===== config.mk =====
export PLATFORM = sky130hd
export DESIGN_NAME = div_param_amisha
export DESIGN_NICKNAME = d
export VERILOG_FILES = /design/src/rtl/div_param_amisha.sv
export SDC_FILE = /design/constraint.sdc
export NUM_CORES = 1
export LEC_CHECK = 0
export BUFFER_PORTS_ARGS = -buffer_cell sky130_fd_sc_hd__buf_2
export CORE_MARGIN = 2
export CORE_UTILIZATION = 59
export DETAILED_ROUTE_END_ITERATION = 10
export GPL_TIMING_DRIVEN = 1
export PLACE_DENSITY = 0.89
export SLEW_MARGIN = 0
export SYNTH_ARGS = -nofsm -noshare
export SYNTH_HDL_FRONTEND = slang
export SYNTH_SLANG_ARGS = --single-unit
export TNS_END_PERCENT = 30

===== constraint.sdc =====
create_clock -name clk_amisha -period 3.3 [get_ports clk_amisha]
set_input_delay 0.66 -clock clk_amisha [delete_from_list [all_inputs] [get_ports clk_amisha]]
set_output_delay 0.66 -clock clk_amisha [all_outputs]
set_load 0.05 [all_outputs]

===== src/rtl/div_param_amisha.sv =====
// rtl/div_param_amisha.sv - parametrised sequential restoring divider, signed/unsigned, dbz and ovf flags
module div_param_amisha #(
    parameter int W = 8
) (
    input  logic         clk_amisha,
    input  logic         reset_amisha,
    input  logic         start_amisha,
    input  logic         sign_amisha,
    input  logic [W-1:0] dvnd_amisha,
    input  logic [W-1:0] dvsr_amisha,
    output logic         ready_amisha,
    output logic         done_tick_amisha,
    output logic [W-1:0] quo_amisha,
    output logic [W-1:0] rmd_amisha,
    output logic         dbz_amisha,
    output logic         ovf_amisha
);

    localparam int CW = $clog2(W + 1);

    typedef enum logic [1:0] {
        IDLE,
        CALC,
        FIX,
        DONE
    } state_t;

    state_t state, state_next;

    logic          mode_q;      // 1 = signed operation in flight
    logic          qsign_q;     // quotient must be negated in FIX
    logic          rsign_q;     // remainder must be negated in FIX
    logic [W:0]    rh_q;        // partial remainder, one guard bit for the compare
    logic [W-1:0]  rl_q;        // dividend magnitude shifting out, quotient shifting in
    logic [W-1:0]  d_q;         // divisor magnitude
    logic [CW-1:0] cnt_q;

    logic          dvnd_neg, dvsr_neg;
    logic [W-1:0]  dvnd_mag, dvsr_mag;
    logic [W+1:0]  rem_shift;
    logic          rem_ge;
    logic [W:0]    rem_next;
    logic [W-1:0]  quo_fix, rmd_fix;
    logic          ovf_fix;

    // Operand magnitudes; in signed mode -2^(W-1) maps to 2^(W-1), still W bits unsigned
    assign dvnd_neg = sign_amisha & dvnd_amisha[W-1];
    assign dvsr_neg = sign_amisha & dvsr_amisha[W-1];
    assign dvnd_mag = dvnd_neg ? -dvnd_amisha : dvnd_amisha;
    assign dvsr_mag = dvsr_neg ? -dvsr_amisha : dvsr_amisha;

    // One restoring step: shift the next dividend bit in, subtract if it fits
    always_comb begin
        rem_shift = {rh_q, rl_q[W-1]};
        rem_ge    = rem_shift >= {2'b00, d_q};
        rem_next  = rem_ge ? (W + 1)'(rem_shift - {2'b00, d_q}) : rem_shift[W:0];
    end

    // Sign correction; only signed -2^(W-1) / -1 yields a positive quotient with the MSB set
    always_comb begin
        quo_fix = qsign_q ? -rl_q : rl_q;
        rmd_fix = rsign_q ? -rh_q[W-1:0] : rh_q[W-1:0];
        ovf_fix = mode_q & ~qsign_q & rl_q[W-1];
    end

    // State register
    always_ff @(posedge clk_amisha or posedge reset_amisha) begin
        if (reset_amisha) begin
            state <= IDLE;
        end else begin
            state <= state_next;
        end
    end

    // Next-state and Moore handshake outputs
    always_comb begin
        state_next       = state;
        ready_amisha     = 1'b0;
        done_tick_amisha = 1'b0;
        case (state)
            IDLE: begin
                ready_amisha = 1'b1;
                if (start_amisha) begin
                    state_next = (dvsr_amisha == '0) ? DONE : CALC;
                end
            end
            CALC: begin
                if (cnt_q == CW'(1)) begin
                    state_next = FIX;
                end
            end
            FIX:  state_next = DONE;
            DONE: begin
                done_tick_amisha = 1'b1;
                state_next       = IDLE;
            end
            default: state_next = IDLE;
        endcase
    end

    // Datapath: latch operands, iterate, fix signs and publish results
    always_ff @(posedge clk_amisha or posedge reset_amisha) begin
        if (reset_amisha) begin
            mode_q     <= 1'b0;
            qsign_q    <= 1'b0;
            rsign_q    <= 1'b0;
            rh_q       <= '0;
            rl_q       <= '0;
            d_q        <= '0;
            cnt_q      <= '0;
            quo_amisha <= '0;
            rmd_amisha <= '0;
            dbz_amisha <= 1'b0;
            ovf_amisha <= 1'b0;
        end else begin
            case (state)
                IDLE: begin
                    if (start_amisha) begin
                        mode_q <= sign_amisha;
                        if (dvsr_amisha == '0) begin
                            quo_amisha <= '1;
                            rmd_amisha <= dvnd_amisha;
                            dbz_amisha <= 1'b1;
                            ovf_amisha <= 1'b0;
                        end else begin
                            rh_q    <= '0;
                            rl_q    <= dvnd_mag;
                            d_q     <= dvsr_mag;
                            qsign_q <= dvnd_neg ^ dvsr_neg;
                            rsign_q <= dvnd_neg;
                            cnt_q   <= CW'(W);
                        end
                    end
                end
                CALC: begin
                    rh_q  <= rem_next;
                    rl_q  <= {rl_q[W-2:0], rem_ge};
                    cnt_q <= cnt_q - CW'(1);
                end
                FIX: begin
                    quo_amisha <= quo_fix;
                    rmd_amisha <= rmd_fix;
                    dbz_amisha <= 1'b0;
                    ovf_amisha <= ovf_fix;
                end
                default: ;
            endcase
        end
    end

endmodule


== Word level (Yosys, flattened, before mapping) ==
Index checks and enable logic that the tools add are counted.
Word-level totals
  logic and storage cells: 75
  flip-flop bits (word level): 52
  output and inout bits: 20
  bits of input ports: 20
Operators by class
  equal/unequal tests: 8
  add/sub/neg operators: 6
  muxes and demuxes: 32
  magnitude comparators: 1
  bitwise logic cells: 7
  reductions and logical operators: 9
Operators by type and width (count)
  $mux 8: 10
  $pmux 8 s2: 3
  $neg 8->8: 4
  $mux 9: 3
  $pmux 9 s2: 1
  $ge 10x8->1: 1
  $reduce_and 3->1: 3
  $sub 9x8->9: 1
  $logic_not 8->1: 1
  $mux 4: 2
  $ne 2x2->1 const B: 4
  $pmux 2 s4: 1
  $pmux 4 s2: 1
  $mux 1: 6
  $mux 2: 3
  $and 1x1->1: 4
  $eq 2x2->1 const B: 2
  $eq 4x1->1 const B: 1
  $pmux 1 s2: 2
  $reduce_and 2->1: 2
  $reduce_bool 2->1: 2
  $sub 4x1->4 const B: 1
  $eq 2x1->1 const B: 1
  $logic_not 2->1: 1
  2 further kinds: 3

== Depth between registers and ports, before layout ==
Gate-level depths: netlist (run 1).
  depth after elaboration: 5
  gate-level depth with buffers: 10

== Least setup slack after synthesis (run 1) ==
No wires, ideal clock.
  path type: register to register
  start: reg rl_q[7]
  end: reg rh_q[2]
  required time: 3.172 ns
  buffers on the path: 1
  data arrival time: 2.304 ns
  period minus slack after synthesis: 2.432 ns
  library setup time: 0.128 ns
  stages on the path, launching flop included: 11
  setup slack: 0.868 ns
  path through: dfrtp_1 inv_1 ha_1 inv_1 fa_1 a211oi_2 o21ai_1 a2111oi_4 buf_6 mux2i_1 o21ai_1
On the way
  word-level cells in the longest chain between the ends: 3
  elaborated cells on any way between the ends: 4
  those cells by class: 1 x add/sub; 1 x order compare; 2 x mux
RTL lines
  from (decl): line 34  | logic [W-1:0] rl_q;
  from (signal assigned): line 127  | rl_q <= dvnd_mag;
  from (signal assigned): line 137  | rl_q <= {rl_q[W-2:0], rem_ge};
  $sub 9x8->9 / $ge 10x8->1 (equally long branches): line 56, 55
  $mux 9 *: line 56  | rem_next = rem_ge ? (W + 1)'(rem_shift - {2'b00, d_q}) : rem_shift[W:0];
  $pmux 9 s2 *: line 116  | case (state)
  to (signal assigned): line 136  | rh_q <= rem_next;
  to (decl): line 33  | logic [W:0] rh_q;
Mark *: on every way between the ends. The rest lies on a longest branch, timed or not.
A chain may end at the register's enable or synchronous reset.

== Worst setup path after layout (run 1) ==
  start: reg rl_q[7]
  end: reg rh_q[3]
The elaborated chain is that of the path after synthesis.

==> impl_summary.log, run 1 <==
INFO  metric cts.sinks = 52
INFO  metric count_of_different_cell_masters_after_synthesis = 59
INFO  metric initial_antenna_violation_count = 0
INFO  metric crit_family = compound AO/OA/AOI/OAI gates
INFO  metric cts_tree = built
INFO  metric htreeDepth = 2
INFO  metric number_of_nets_with_antenna_violations_after_routing = 0
INFO  metric final.setup.worst_slack = between 0.3 and 0.4 ns
INFO  metric synthesis.nets = between 400 and 500
INFO  metric hpwlAfterDp = 5.884 mm
INFO  metric num_rows = 27
INFO  metric vdd_ir_drop_max = ~0.00049 V
INFO  metric number_of_buffers_inserted_to_repair_setup_after_cts = 0
INFO  metric r2r_cells = 10
INFO  metric routed-via-count = 2946
INFO  metric worst_clock_skew = 0.01251 ns
INFO  metric drv_slew = 0
INFO  metric critical_path.n_buffers_inverters = 3
INFO  metric cell_by_cell_trace_of_the_critical_path = inv_1, ha_1, inv_1, fa_1, a211oi_2, o21ai_1, a2111oi_4, buf_4, mux2i_1, o21ai_1
INFO  metric reg2reg_to = rh_q[3]$_DFFE_PP0P_
INFO  metric start_kind = register
INFO  metric outcome = finished, final reports clean
INFO  metric clk_pin_slew_worst_setup_hold_paths = roughly 0.10 ns
INFO  metric drtPass1Iterations = 5
INFO  metric core = 5507 sq um
INFO  metric initial_util = 61.42%
INFO  metric syn-instance-count = 384
INFO  metric die-height = 79.71 um
INFO  metric cts-root-to-sink-buffers = 2
INFO  metric post-route-period-util = 88.61%
INFO  metric wire_per_inst = 16.02 um
INFO  metric grt_ovf = 0
INFO  metric num_io_pins = 40
INFO  metric ffs_latches_synth = 52
INFO  metric detail_route.drc_violations = 0
INFO  metric drive_above_1_share = 15.75%
INFO  metric cp_max_fo = 7
INFO  metric timing.final.hold_violations = 0
INFO  metric fin_setup_tns = 0 ns
INFO  metric fmax = 342.0 MHz
INFO  metric preCtsSetupSlack = between 0.4 and 0.5 ns
INFO  metric worstHoldPathType = reg2reg
INFO  metric area_grow_syn2layout = 9.471%
INFO  metric synth_largest_area_cell = dfrtp_1
INFO  metric setup-violations-final = 0
INFO  metric worstMarginPinSlew = 1.286 ns
INFO  metric synth-async-reset-ratio = 100.0%
INFO  metric timing.slew.headroom = between 10% and 20%
INFO  metric first_global_vias = 2845
INFO  metric first_iter_violations = 296
INFO  metric min_from = rmd_amisha[0]$_DFFE_PP0P_
INFO  metric holdPathStages = 2
INFO  metric worst_path_slowest_cell = a2111oi_4
INFO  metric gr-usage-all-layers = 26.59%
INFO  metric crit_arrival = 3.12 ns
INFO  metric report.power.total = 0.004136 W
INFO  metric share_of_yosys_cell_area_claimed_by_the_top_area_cell_type = 38.48%
INFO  metric reg2reg_slack = 0.38 ns
INFO  metric drv_cap = 0
INFO  metric place.gp.congestion = 0.8779
INFO  metric grt_max_degree = 53
INFO  metric post_synth_main_area_contributors = dfrtp_1 38%, ha_1 6.7%, o21ai_0 5.0%
INFO  metric cts_resized = 0
INFO  metric synth_area_per_cell = 8.807 sq um
INFO  metric crit_path_max_incr_delay = 0.56 ns
INFO  metric yosysSeqAreaShare = between 30% and 40%
INFO  metric synthesis.area = 3382 sq um
INFO  metric synth_edf_count = 0
INFO  metric placed_cell_area = between 3000 and 4000 sq um
INFO  metric synth_flop_cell = dfrtp_1
INFO  metric via_per_inst = 6.000
INFO  metric end_kind = register
INFO  metric cellPowerDensity = 1117 nW/um^2
INFO  metric worst_endpoint_required_time = 3.50 ns
INFO  metric unrepaired_setup_endpoints_after_global_routing = false
INFO  metric regToRegStartpoint = rl_q[7]$_DFFE_PP0P_
INFO  metric layout.nets = 457
INFO  metric cts-root-buf = clkbuf_8
INFO  metric clock_buffer_count_from_cts = 5
INFO  metric insertedDiodeCount = 0
INFO  metric worst_skew_pair_latency = 0.32 ns
INFO  metric grt_pass1_wl = 13.30 mm
INFO  metric totalWireLength = between 7 and 8 mm
INFO  metric die_width = 79.71 um
INFO  metric die-area = 6354 sq um
INFO  metric postCtsHoldBufs = 0
INFO  metric cellLeakagePower = approximately 1.7 nW
INFO  metric critical_path_class = reg2reg
INFO  metric buffer_ports.inserted = 39
INFO  metric layout.cell_area.non_filler = 3702 sq um
INFO  metric final.min_clock_period = a little under 3 ns
INFO  metric whs_endpoint = rmd_amisha[0]$_DFFE_PP0P_
INFO  metric yosys_warning_count = 0
flip-flops by register name (all words and copies together), names as in the netlist, 2 cells and up:
signal and cells:
rh_q 9, d_q 8, quo_amisha 8, rl_q 8, rmd_amisha 8, cnt_q 4, state 2
worst min-delay path: stages, from the launching register on:
cell and delay (ns):
dfrtp_1 0.35, nand2_1 0.04, o21ai_0 0.06
metrics by stage:
stage / utilization [%] / cells / hold slack (ns)
detailed placement: 65.60 / 483 / 0.4658
global placement: 65.60 / 483 / 0.4571
CTS: 67.23 / 491 / 0.4887
floorplan: - / 384 / 0.4498
global route: 67.23 / 491 / 0.5009
finish: 67.23 / 491 / 0.4811
power breakdown:
| group | total, W | internal (W) | switching (W) |
|---|---|---|---|
| clock | 0.000386 | 0.000151 | 0.000235 |
| sequential | 0.00118 | 0.000912 | 0.000269 |
| combinational | 0.00257 | 0.000933 | 0.00164 |
layout make-up:
class | instances | area, sq um
Clock buffer | 5 | 68.82
Clock inverter | 3 | 21.27
Fill cell | 428 | 1804
Inverter | 30 | 112.6
Multi-Input combinational cell | 287 | 1891
Sequential cell | 52 | 1301
Tap cell | 72 | 90.09
Timing Repair Buffer | 42 | 217.7
synth_stat cells (all sizes together) (2+ instances only):
cell type	count
dfrtp	52
nand2	44
o21ai	39
nor2	37
inv	30
a21oi	24
ha	18
xor2	15
mux2i	12
xnor2	12
buf	11
a31oi	10
nor3	10
o22ai	9
o31ai	7
nand3	5
a31o	4
clkbuf	4
a32oi	3
nor2b	3
a211oi	2
a21boi	2
and2	2
nand2b	2
nand4	2
nor3b	2
o41ai	2
layer usage:
layer  wire length (um)  up-vias  track usage [%]
met3                499       19            4.525
met1               3492     1400            34.99
met2               3713      107            44.62
met4                160        0            8.448
met5                  0        -                0
li1                   -     1420                -
logic make-up (layout without fill, tap and decap cells):
logic type / after synthesis / after routing / synth area share (%)
compound gates: 114 / 114 / 22.38
flops: 52 / 52 / 38.48
simple gates: 114 / 114 / 15.39
fa+ha+maj: 19 / 19 / 7.251
xor+xnor: 27 / 27 / 6.992
mux: 13 / 13 / 3.885
buf+inv: 45 / 80 / 5.623
worst max-delay path by stage:
stage	startpoint	endpoint	slack, ns	cells after the start
2_1_floorplan	rl_q[7]$_DFFE_PP0P_	rh_q[2]$_DFFE_PP0P_	0.87	10
3_3_place_gp	rl_q[7]$_DFFE_PP0P_	rh_q[4]$_DFFE_PP0P_	0.64	10
3_5_place_dp	rl_q[7]$_DFFE_PP0P_	rh_q[2]$_DFFE_PP0P_	0.48	10
4_1_cts	rl_q[7]$_DFFE_PP0P_	rh_q[2]$_DFFE_PP0P_	0.42	10
5_1_grt	rl_q[7]$_DFFE_PP0P_	rh_q[3]$_DFFE_PP0P_	0.25	10
6_report	rl_q[7]$_DFFE_PP0P_	rh_q[3]$_DFFE_PP0P_	0.38	10
layout by cell type (no fill, tap or decap), types with 2 or more instances in the layout:
master    netlist  layout
nor3_1         10      10
nor3b_1         2       2
nand2b_1        2       2
a31oi_1         8       8
o21ai_0        34      34
nand4_1         2       2
a21boi_0        2       2
nand2_1        44      44
ha_1           18      18
a31oi_2         2       2
buf_2           8      39
xor2_1         15      15
o21ai_1         4       4
nor2b_1         3       3
clkbuf_8        0       5
and2_1          2       2
o31ai_1         7       7
a21oi_1        23      23
xnor2_1        12      12
inv_1          30      29
nand3_1         5       5
o22ai_1         9       9
a31o_2          3       3
nor2_1         36      36
a32oi_1         3       3
dfrtp_1        52      52
mux2i_1        12      12
buf_4           1       3
Power figures use the tool's default switching activity.
==> run 2: changes to the inputs <==
- BUFFER_PORTS_ARGS: -buffer_cell sky130_fd_sc_hd__buf_2 -> default
- CORE_UTILIZATION: 59 -> 58
- DONT_BUFFER_PORTS: default -> 1
- PLACE_DENSITY: 0.89 -> 0.84
- clock period: 3.3 -> 2.45 ns (I/O delays scaled with it)
==> impl_summary.log, run 2 (synthesis gave the netlist of run 1 again) <==
INFO  metric initial_util = roughly three fifths
INFO  metric first_global_vias = 2870
INFO  metric timing.slew.headroom = between 60 and 70%
INFO  metric p_sw = 0.002981 W
INFO  metric post-route-period-util = 96.56%
INFO  metric grt_ovf = 0
INFO  metric drv_slew = 0
INFO  metric end_kind = register
INFO  metric final.min_clock_period = around 2.4 ns
INFO  metric seqPwrFrac = around a third
INFO  metric wire_per_inst = 17.60 um
INFO  metric preCtsSetupSlack = -0.09088 ns
INFO  metric vdd_ir_drop_max = 0.0007583 V
INFO  metric outcome = finished, final reports clean
INFO  metric placed_cell_area = 3530 sq um
INFO  metric worstHoldPathType = in2reg
INFO  metric detail_route.drc_violations = 0
INFO  metric fmax = ~420 MHz
INFO  metric hpwlAfterDp = 6.253 mm
INFO  metric drtPass1Iterations = 5
INFO  metric cellLeakagePower = 1.617 nW
INFO  metric critical_path_class = reg2reg
INFO  metric core = 5574 sq um
INFO  metric via_per_inst = 6.217
INFO  metric setup-violations-final = 0
INFO  metric cellPowerDensity = 1577 nW/um^2
INFO  metric cts-root-buf = clkbuf_8
INFO  metric worst_clock_skew = 0.008988 ns
INFO  metric htreeDepth = 2
INFO  metric drive_above_1_share = roughly an eighth
INFO  metric intPower = 0.002857 W
INFO  metric routed-via-count = slightly below 3000
INFO  metric grt_pass1_wl = 13.62 mm
INFO  metric max_flop_register = rh_q
INFO  metric buffer_ports.inserted = 0
INFO  metric layout.nets = 440
INFO  metric die-area = 6458 sq um
INFO  metric mostFrequentLayoutCell = dfrtp_1
INFO  metric cts-root-to-sink-buffers = 2
INFO  metric clk_pin_slew_worst_setup_hold_paths = 0.10 ns
INFO  metric cts.sinks = 52
INFO  metric initial_antenna_violation_count = 0
INFO  metric clock_buffer_count_from_cts = 5
INFO  metric final.setup.worst_slack = around 0.084 ns
INFO  metric first_iter_violations = 238
INFO  metric worst_endpoint_required_time = 2.69 ns
INFO  metric totalWireLength = 8.344 mm
INFO  metric number_of_nets_with_antenna_violations_after_routing = 0
INFO  metric max_ffs_per_register = 9
INFO  metric die-height = 80.36 um
INFO  metric worstMarginPinSlew = 0.5717 ns
INFO  metric sw_share = between 50% and 60%
INFO  metric comb_power_share = 57.1%
INFO  metric layout.cells.most_common_list = 52 x dfrtp_1, 44 x nand2_1, 36 x nor2_1, 34 x o21ai_0, 28 x inv_1
INFO  metric cp_max_fo = 6
INFO  metric grt_max_degree = 45
INFO  metric area_grow_syn2layout = 9.471%
INFO  metric place.gp.congestion = 0.8865
INFO  metric crit_arrival = 2.61 ns
INFO  metric drv_cap = 0
INFO  metric layout.cell_area.non_filler = 3702 sq um
INFO  metric gr-usage-all-layers = 27.33%
INFO  metric timing.final.hold_violations = 0
INFO  metric insertedDiodeCount = 0
INFO  metric worst_skew_pair_latency = 0.32 ns
INFO  metric pwr-share-clk = 9.0%
INFO  metric cts_tree = built
INFO  metric die_width = 80.36 um
INFO  metric num_io_pins = 40
INFO  metric num_rows = 27
INFO  metric start_kind = register
run 2: power by group through the flow:
stage / Clock (W) / Sequential, W / Combinational, W
2_1_floorplan: 0 / 0.00190 / 0.00239
3_3_place_gp: 0 / 0.00195 / 0.00294
3_5_place_dp: 0 / 0.00198 / 0.00307
4_1_cts: 0.000517 / 0.00196 / 0.00318
5_1_grt: 0.000565 / 0.00202 / 0.00367
6_report: 0.000523 / 0.00198 / 0.00334
run 2: per-stage QoR:
| stage | hold slack (ns) | instances | utilization, % | setup TNS [ns] | total power (W) |
|---|---|---|---|---|---|
| floorplan | 0.4498 | 384 | - | 0 | 0.004294 |
| detailed placement | 0.2849 | 459 | 63.32 | -0.3990 | 0.005053 |
| global route | 0.3073 | 474 | 66.42 | -0.1839 | 0.006256 |
| global placement | 0.2790 | 459 | 63.32 | -0.008329 | 0.004892 |
| CTS | 0.2992 | 471 | 65.57 | 0 | 0.005658 |
| finish | 0.2971 | 474 | 66.42 | 0 | 0.005837 |
run 2: per-layer routing:
layer / global-route usage [%] / up-vias / share of wire (%)
met5: 0 / - / 0
met4: 8.644 / 0 / 1.7
met3: 7.079 / 23 / 8.6
met2: 45.25 / 135 / 48
met1: 34.95 / 1404 / 42
li1: - / 1385 / -
run 2: repair_timing:
action / 4_1_cts / 5_1_grt
resized for setup: 1 / 6
endpoints found under the hold margin: 8 / 0
pin swaps: 1 / 6
setup endpoints to repair: 8 / 10
gates cloned: 1 / 0
setup buffers: 2 / 3
hold buffers: 1 / 0
run 2: layout make-up:
type / instances / area, sq um
tap: 72 / 90.09
sequential: 52 / 1301
inverter: 30 / 112.6
clock buffer: 5 / 68.82
clock inverter: 3 / 22.52
fill: 442 / 1872
multi-input combinational: 287 / 1916
timing repair buffer: 25 / 191.4
run 2: worst max-delay path, stage by stage (launching register included):
cell and delay [ns]:
dfrtp_1 0.40, inv_2 0.08, ha_4 0.13, inv_1 0.06, fa_2 0.37, a211oi_2 0.30
o21ai_2 0.10, a2111oi_4 0.34, buf_6 0.19, buf_4 0.13, nand4_1 0.12, o221ai_2 0.08
run 2: final timing paths:
kind	endpoint	cells past startpoint	start	slack [ns]
worst max register to register	rh_q[1]$_DFFE_PP0P_	11	rl_q[7]$_DFFE_PP0P_	0.08
worst min register to register	d_q[1]$_DFFE_PP0P_	2	d_q[1]$_DFFE_PP0P_	0.50
worst min-delay path	qsign_q$_DFFE_PP0P_	2	sign_amisha	0.30
worst max-delay path	rh_q[1]$_DFFE_PP0P_	11	rl_q[7]$_DFFE_PP0P_	0.08
min in group asynchronous	rmd_amisha[1]$_DFFE_PP0P_	2	reset_amisha	0.51
max in group asynchronous	rl_q[7]$_DFFE_PP0P_	3	reset_amisha	1.15
